[config.mk]
export PLATFORM = sky130hd
export DESIGN_NAME = comb_stack_engine
export DESIGN_NICKNAME = d
export VERILOG_FILES = /design/src/rtl/comb_stack_engine.sv
export SDC_FILE = /design/constraint.sdc
export NUM_CORES = 1
export LEC_CHECK = 0
export ABC_AREA = 1
export BUFFER_PORTS_ARGS = -buffer_cell sky130_fd_sc_hd__clkbuf_2
export CAP_MARGIN = 10
export CELL_PAD_IN_SITES_DETAIL_PLACEMENT = 1
export CELL_PAD_IN_SITES_GLOBAL_PLACEMENT = 2
export CORE_UTILIZATION = 40
export CTS_BUF_LIST = sky130_fd_sc_hd__clkbuf_4 sky130_fd_sc_hd__clkbuf_8
export DETAILED_ROUTE_END_ITERATION = 8
export PLACE_DENSITY = 0.82
export SYNTH_ARGS = -nofsm -noshare
export SYNTH_HDL_FRONTEND = slang
export SYNTH_SLANG_ARGS = --single-unit
[constraint.sdc]
create_clock -name clk -period 6.3 [get_ports clk]
set_input_delay 0.945 -clock clk [delete_from_list [all_inputs] [get_ports clk]]
set_output_delay 0.945 -clock clk [all_outputs]
set_load 0.02 [all_outputs]
[src/rtl/comb_stack_engine.sv]
// Binomial coefficient engine: evaluates C(n,k) by depth-first expansion of Pascal's rule
// on an internal (n,k) stack, counting leaves into a saturating result accumulator.
module comb_stack_engine #(
   parameter int unsigned NW    = 8,
   parameter int unsigned RW    = 16,
   parameter int unsigned DEPTH = 16
) (
   input  logic                       clk,
   input  logic                       rst,
   input  logic                       start,
   input  logic [NW-1:0]              n_in,
   input  logic [NW-1:0]              k_in,
   output logic                       busy,
   output logic                       done,
   output logic [RW-1:0]              result,
   output logic                       err,
   output logic [1:0]                 err_code,
   output logic [$clog2(DEPTH+1)-1:0] peak_depth
);
   localparam int unsigned SPW = $clog2(DEPTH + 1);
   localparam int unsigned AW  = (DEPTH > 1) ? $clog2(DEPTH) : 1;
   localparam logic [SPW-1:0] SpFull = SPW'(DEPTH);
   localparam logic [SPW-1:0] SpOne  = SPW'(1);
   localparam logic [NW-1:0]  NOne   = NW'(1);
   localparam logic [RW-1:0]  ROne   = RW'(1);

   typedef enum logic [3:0] {
      StIdle, StInit, StPop, StEval, StAcc, StPushA, StPushB, StFin, StErr
   } state_e;

   state_e state_q, state_d;

   logic [NW-1:0]   n_q, n_d, k_q, k_d;
   logic [NW-1:0]   cur_n_q, cur_n_d, cur_k_q, cur_k_d;
   logic [RW-1:0]   result_q, result_d;
   logic            err_q, err_d;
   logic [1:0]      code_q, code_d;
   logic [SPW-1:0]  sp_q, sp_d, peak_q, peak_d;

   logic [2*NW-1:0] mem_q [DEPTH];
   logic            wr_en;
   logic [2*NW-1:0] wr_data, rd_data;
   logic [AW-1:0]   wr_addr, rd_addr;

   assign wr_addr = AW'(sp_q);
   assign rd_addr = AW'(sp_q - SpOne);
   assign rd_data = mem_q[rd_addr];

   always_ff @(posedge clk) begin
      if (rst) state_q <= StIdle;
      else     state_q <= state_d;
   end

   always_ff @(posedge clk) begin
      if (rst) begin
         n_q      <= '0;
         k_q      <= '0;
         cur_n_q  <= '0;
         cur_k_q  <= '0;
         result_q <= '0;
         err_q    <= 1'b0;
         code_q   <= 2'b00;
         sp_q     <= '0;
         peak_q   <= '0;
      end else begin
         n_q      <= n_d;
         k_q      <= k_d;
         cur_n_q  <= cur_n_d;
         cur_k_q  <= cur_k_d;
         result_q <= result_d;
         err_q    <= err_d;
         code_q   <= code_d;
         sp_q     <= sp_d;
         peak_q   <= peak_d;
      end
   end

   always_ff @(posedge clk) begin
      if (wr_en) mem_q[wr_addr] <= wr_data;
   end

   always_comb begin
      state_d  = state_q;
      n_d      = n_q;
      k_d      = k_q;
      cur_n_d  = cur_n_q;
      cur_k_d  = cur_k_q;
      result_d = result_q;
      err_d    = err_q;
      code_d   = code_q;
      sp_d     = sp_q;
      peak_d   = peak_q;
      wr_en    = 1'b0;
      wr_data  = '0;
      unique case (state_q)
         StIdle: begin
            if (start) begin
               n_d      = n_in;
               k_d      = k_in;
               result_d = '0;
               err_d    = 1'b0;
               code_d   = 2'b00;
               peak_d   = '0;
               state_d  = StInit;
            end
         end
         StInit: begin
            if (k_q > n_q) begin
               state_d = StFin;
            end else begin
               wr_en   = 1'b1;
               wr_data = {n_q, k_q};
               sp_d    = sp_q + SpOne;
               state_d = StPop;
            end
         end
         StPop: begin
            if (sp_q == '0) begin
               state_d = StFin;
            end else begin
               cur_n_d = rd_data[2*NW-1:NW];
               cur_k_d = rd_data[NW-1:0];
               sp_d    = sp_q - SpOne;
               state_d = StEval;
            end
         end
         StEval: begin
            state_d = (cur_k_q == '0 || cur_k_q == cur_n_q) ? StAcc : StPushA;
         end
         StAcc: begin
            // Saturate rather than wrap so the reported value is a lower bound
            if (&result_q) begin
               err_d   = 1'b1;
               code_d  = 2'b10;
               state_d = StErr;
            end else begin
               result_d = result_q + ROne;
               state_d  = StPop;
            end
         end
         StPushA, StPushB: begin
            if (sp_q == SpFull) begin
               err_d   = 1'b1;
               code_d  = 2'b01;
               state_d = StErr;
            end else begin
               wr_en   = 1'b1;
               wr_data = (state_q == StPushA) ? {cur_n_q - NOne, cur_k_q - NOne}
                                              : {cur_n_q - NOne, cur_k_q};
               sp_d    = sp_q + SpOne;
               state_d = (state_q == StPushA) ? StPushB : StPop;
            end
         end
         StFin: begin
            state_d = StIdle;
         end
         StErr: begin
            sp_d    = '0;
            state_d = StIdle;
         end
         default: state_d = StIdle;
      endcase
      if (wr_en && sp_d > peak_q) peak_d = sp_d;
   end

   always_comb begin
      busy = (state_q != StIdle);
      done = (state_q == StFin) || (state_q == StErr);
   end

   assign result     = result_q;
   assign err        = err_q;
   assign err_code   = code_q;
   assign peak_depth = peak_q;

endmodule
After elaboration in Yosys (flattened, before gate mapping):

Memories as Yosys holds them, arrays and structs flattened. A register that Yosys moved wholly into a read port is not among the register bits.
Index checks and enable logic that the tools add are counted.

* register bits after elaboration: 49
* latch bits: 0
* RAM bits: 256
* bits in read-only memories: 0
* input bits: 19
* logic and storage cells: 84
* memories kept: 1

* add/sub/neg operators: 5
* multipliers: 0
* div/mod/pow operators: 0
* magnitude comparators: 2
* equality and inequality tests: 14
* shift operators: 0
* multiplexer cells: 35
* bitwise logic cells: 1
* reduce and logical (&&, ||, !) cells: 18

Memory list
* mem_q: depth 16, bits a word 16, rd ports 1, clocked after Yosys merged registers in 1, wr ports 1, RTL line 40 `logic [2*NW-1:0] mem_q [DEPTH];`

Operators by type and width (count)
* 16-bit two-way mux: 4
* 16-bit case mux with 2 select lines: 2
* 5-bit two-way mux: 6
* 4-bit case mux with 6 select lines: 1
* 5-bit case mux with 4 select lines: 1
* 16-bit by 1-bit adder with 16-bit output, second input constant: 1
* 4-bit by 3-bit == test with 1-bit output, second input constant: 4
* 16-bit AND reduction: 1
* 8-bit by 1-bit subtractor with 8-bit output, second input constant: 2
* 4-bit two-way mux: 3
* 3-bit two-way mux: 3
* 4-bit by 2-bit == test with 1-bit output, second input constant: 2
* 8-bit == test: 1
* 8-bit > comparator: 1
* 8-bit zero test: 1
* 1-bit two-way mux: 8
* 8-bit two-way mux: 1
* 2-bit != test, second input constant: 4
* 2-bit two-way mux: 3
* 2-bit case mux with 3 select lines: 1
* 2-bit AND reduction: 3
* 2-bit nonzero test: 3
* 5-bit by 1-bit adder with 5-bit output, second input constant: 1
* 5-bit == test, second input constant: 1
* other kinds (16): 17

Longest topological paths before layout:

* depth in word-level cells: 7
* gate-level depth with buffers: 26

Worst setup path after synthesis:

OpenSTA, ideal clock, no wires.

* path kind: register to register
* start point: reg sp_q[0]
* end point: mem mem_q[11][0] (netlist name), enable pin
* setup time: 0.409 ns
* arrival time: 2.853 ns
* required time: 5.891 ns
* path slack: 3.037 ns
* cell stages (with the launch flop): 12
* path buffers: 2
* period minus slack after synthesis: 3.263 ns
* cells stage by stage: dfxtp_1 > inv_2 > buf_2 > buf_2 > ha_1 > nand2_1 > nor2_4 > nor2_4 > inv_2 > nand2_1 > inv_1 > nor3_1

* cells in the longest elaborated chain, start to end: 5

RTL lines
* start, declared: RTL line 38 `logic [SPW-1:0] sp_q, sp_d, peak_q, peak_d;`
* start signal, assigned: RTL line 73 `sp_q <= sp_d;`
* 5-bit == test: RTL line 142 `if (sp_q == SpFull) begin`
* 1-bit two-way mux: RTL line 142
* 1-bit case mux with 2 select lines: RTL line 95 `unique case (state_q)`
* 1-bit two-way mux: RTL line 79 `if (wr_en) mem_q[wr_addr] <= wr_data;`
* 1-bit two-way mux (not written as such): RTL line 79
* end, declared: RTL line 40

Parallel ways exist; a longest one is shown, timed or not.

Final worst setup path:

* start point: reg sp_q[0]
* end point: reg peak_q[4] (netlist: peak_depth[4])

* cells in the longest elaborated chain, start to end: 7
* elaborated cells between the ends (all ways): 16

RTL lines
* 5-bit by 1-bit adder with 5-bit output, or another cell as far along: RTL line 113, 150
* 5-bit two-way mux, on equally long branches: RTL line 142, 108, 118
* 5-bit case mux with 4 select lines *: RTL line 95
* net sp_d[3]: RTL line 38
* 5-bit > comparator *: RTL line 163 `if (wr_en && sp_d > peak_q) peak_d = sp_d;`
* 1-bit logical AND *: RTL line 163
* 2-bit nonzero test (no source line)
* 2-bit AND reduction (no source line)
* end signal, assigned: RTL line 74 `peak_q <= peak_d;`
* end, declared: RTL line 38

Mark *: on every way through the listed nets, which the timed path passes. The rest lies on a longest branch.
A chain may end at the register's enable or synchronous reset.

==> run_results.csv <==
group,metric,value,unit
status,status,"completed",
floorplanning,dieArea,35900,µm²
yosys,muxShareOfSynthArea,0,%
clock_network,clk_pin_slew,0.06,ns
global_routing,grt_use_total,21.7,%
worst_setup_path,end_kind,"register",
clock_network,cts_buffers,54,
floorplanning,core,34500,µm²
power,p_leak,5.77,nW
sta,final-hold-violation-count,0,
yosys,synth_nets,1360,
yosys,async_flop_share,0,%
yosys,ys_seq_area_share,63.9,%
placed_design,hpwl,23600,µm
global_routing,gr-total-overflow,0,
placed_design,numPortBuffers,44,
worst_setup_path,crit_top_cell,"nand2_1",
cells_and_area,layout_common_cells,"256 x edfxtp_1, 228 x nor2_1, 175 x o21ai_0",
worst_setup_path,cp_cell_sequence,"clkinv_2 > nand3_2 > xor2_4 > inv_2 > nand2_1 > nand3_1 > ha_1 > nand2_1 > inv_1 > nand3_1 > o21ai_0 > nand2_1 > a21oi_1 > nand4_1 > nand2_1",
cells_and_area,syn2layout_area_growth,13.8,%
cells_and_area,antennaDiodeCount,0,
sta,hold_ws,0.465,ns
sta,worst_pin_slew,1.24,ns
sta,slew_headroom,16.9,%
sta,setup_viol,0,
sta,fin_tns_setup,0,ns
power,vdd_ir_drop_max,0.258,mV
placed_design,dp_slack,1.92,ns
sta,fin_worst_skew,0.0667,ns
route,num_vias,10205,
power,p_total,7.34,mW
worst_setup_path,critPathLaunchType,"register",
clock_network,cts_root_buf,"clkbuf_8",
worst_hold_path,min_path_type,"reg2reg",
worst_setup_path,worstPathArrival,4.89,ns
run,drv_cap,0,
clock_network,cts_setup_buffers,0,
clock_network,cts_hold_buf,0,
sta,drv_slew,0,
cells_and_area,finish.utilization,46.3,%
yosys,synthXorXnorAreaFrac,1.63,%
route,wl_per_cell,20.4,µm
yosys,yosys_warnings,0,
yosys,syn_inst,1320,
floorplanning,initial_utilization,40.7,%
global_routing,antenna_found_initial,0,
route,dr.pass1.iters,5,
yosys,ys.flop_type,"edfxtp_1",
sta,max_freq,229,MHz
sta,setup_ws,1.93,ns
yosys,synth_cell_type_count,46,
yosys,synthAdderAreaFrac,1.87,%
yosys,netlist_area,14100,µm²
placed_design,place_congestion,0.806,
cells_and_area,multiInputGateArea,4500,µm²
clock_network,h-tree-depth,2,
floorplanning,fp.dieW,190,µm
yosys,synth_compound_area_share,14.0,%
cells_and_area,seq_area,8990,µm²
global_routing,grt_max_degree,103,
global_routing,grt_pass1_vias,10424,
yosys,synth_edf_count,256,
cells_and_area,mostFrequentLayoutCell,"edfxtp_1",
route,antenna_left,0,
yosys,synth-simple-area-share,13.9,%
sta,rsz0062_at_grt,"false",
clock_network,post_cts_resized,0,
clock_network,cts_tree,"yes",
clock_network,cts_sinks,321,
route,drc_errors,0,
route,routed_wirelength,38300,µm
cells_and_area,drive_above_1_share,16.5,%
worst_setup_path,cp_max_fo,51,
yosys,synth-seq-cells,321,
worst_setup_path,crit_type,"reg2reg",
cells_and_area,nets,1422,
worst_setup_path,max_stage_delay,0.73,ns
cells_and_area,n_fill_cell,3874,
worst_setup_path,critical_path_required,6.83,ns
route,via_per_inst,5.43,
floorplanning,io_pins,45,
route,drt-initial-drc-count,684,
clock_network,clk_latency,0.64,ns
global_routing,grt_first_pass_wirelength,59700,µm
yosys,syn_avg_cell_area,10.7,µm²
clock_network,clock_path_buffers,3,
floorplanning,row_count,68,
floorplanning,die-height,190,µm
worst_setup_path,slowest_stage,"dfxtp_4",
sta,min_period,4.37,ns
yosys,synth_top_family_by_area,"compound AO/OA/AOI/OAI gates",
sta,period_share,69.3,%
power,powerDensity,459,nW/µm²
==> power by group <==
| group | switching [mW] | internal, mW |
|---|---|---|
| clock network | 0.862 | 1.07 |
| registers | 0.134 | 2.53 |
| logic | 1.93 | 0.817 |
==> Yosys cell counts (6+ instances only) <==
cell / n / area (µm²)
clkbuf_1: 39 / 146
a21oi_1: 38 / 190
o21ai_0: 176 / 881
dfxtp_1: 65 / 1300
ha_1: 21 / 263
nand3_1: 50 / 250
edfxtp_1: 256 / 7690
buf_2: 24 / 120
nor2_4: 6 / 67.6
o22ai_1: 11 / 68.8
inv_2: 11 / 41.3
o211ai_1: 80 / 601
nor3_1: 13 / 65.1
o21ai_1: 15 / 75.1
xor2_1: 18 / 158
inv_1: 80 / 300
nor2_1: 241 / 905
nand2_1: 106 / 398
nand4_1: 16 / 100
==> logic make-up (layout without fill, tap and decap cells) <==
family,after synthesis,count (layout)
and+or+nand+nor,455,455
adders and majority gates,21,21
DFF,321,321
buffers and inverters,162,268
xor gates and xnor gates,24,24
AOI/OAI and AO/OA,337,337
==> critical path, delay by kind of cell (launching register included) <==
family	cells	cell delay [ns]
XOR/XNOR	1	0.59
adder cells (fa/ha/maj)	1	0.31
flip-flops	1	0.73
AO/OA/AOI/OAI	2	0.56
buffers and inverters	3	1.05
AND/OR/NAND/NOR	8	1.04
==> final timing paths <==
check	start	to	slack [ns]	cells past startpoint
setup / recovery	sp_q[0]$_SDFF_PP0_	peak_depth[4]$_SDFFE_PP0P_	1.93	15
hold / removal	err$_SDFFE_PP0P_	err$_SDFFE_PP0P_	0.47	2
setup reg to reg	sp_q[0]$_SDFF_PP0_	peak_depth[4]$_SDFFE_PP0P_	1.93	15
hold reg to reg	err$_SDFFE_PP0P_	err$_SDFFE_PP0P_	0.47	2
==> through the flow <==
stage / cell area, µm² / instances
after CTS: 16000 / 1879
after global routing: 16000 / 1881
after global placement: 14900 / 1779
after floorplan: 14100 / 1320
after detailed placement: 14900 / 1779
final: 16000 / 1881
==> flip-flops by register name (all words and copies together), names as in the netlist, 5 cells and up <==
signal	cells
mem_q	256
result	16
cur_k_q	8
cur_n_q	8
k_q	8
n_q	8
peak_depth	5
sp_q	5
==> metal layers <==
metal / track usage (%) / up-vias / wire length [µm]
met1: 29.9 / 5110 / 17700
li1: - / 4812 / -
met2: 35.2 / 233 / 18100
met3: 3.54 / 50 / 1820
met4: 6.08 / 0 / 653
met5: 0 / - / 0
==> layout make-up <==
cell class,count,area share [%]
timing repair buffer,75,2.85
clock inverter,13,0.703
clock buffer,87,6.39
sequential,321,56.2
inverter,93,2.20
tap,455,3.56
multi-input combinational,837,28.1
(Power assumes the default switching activity.)
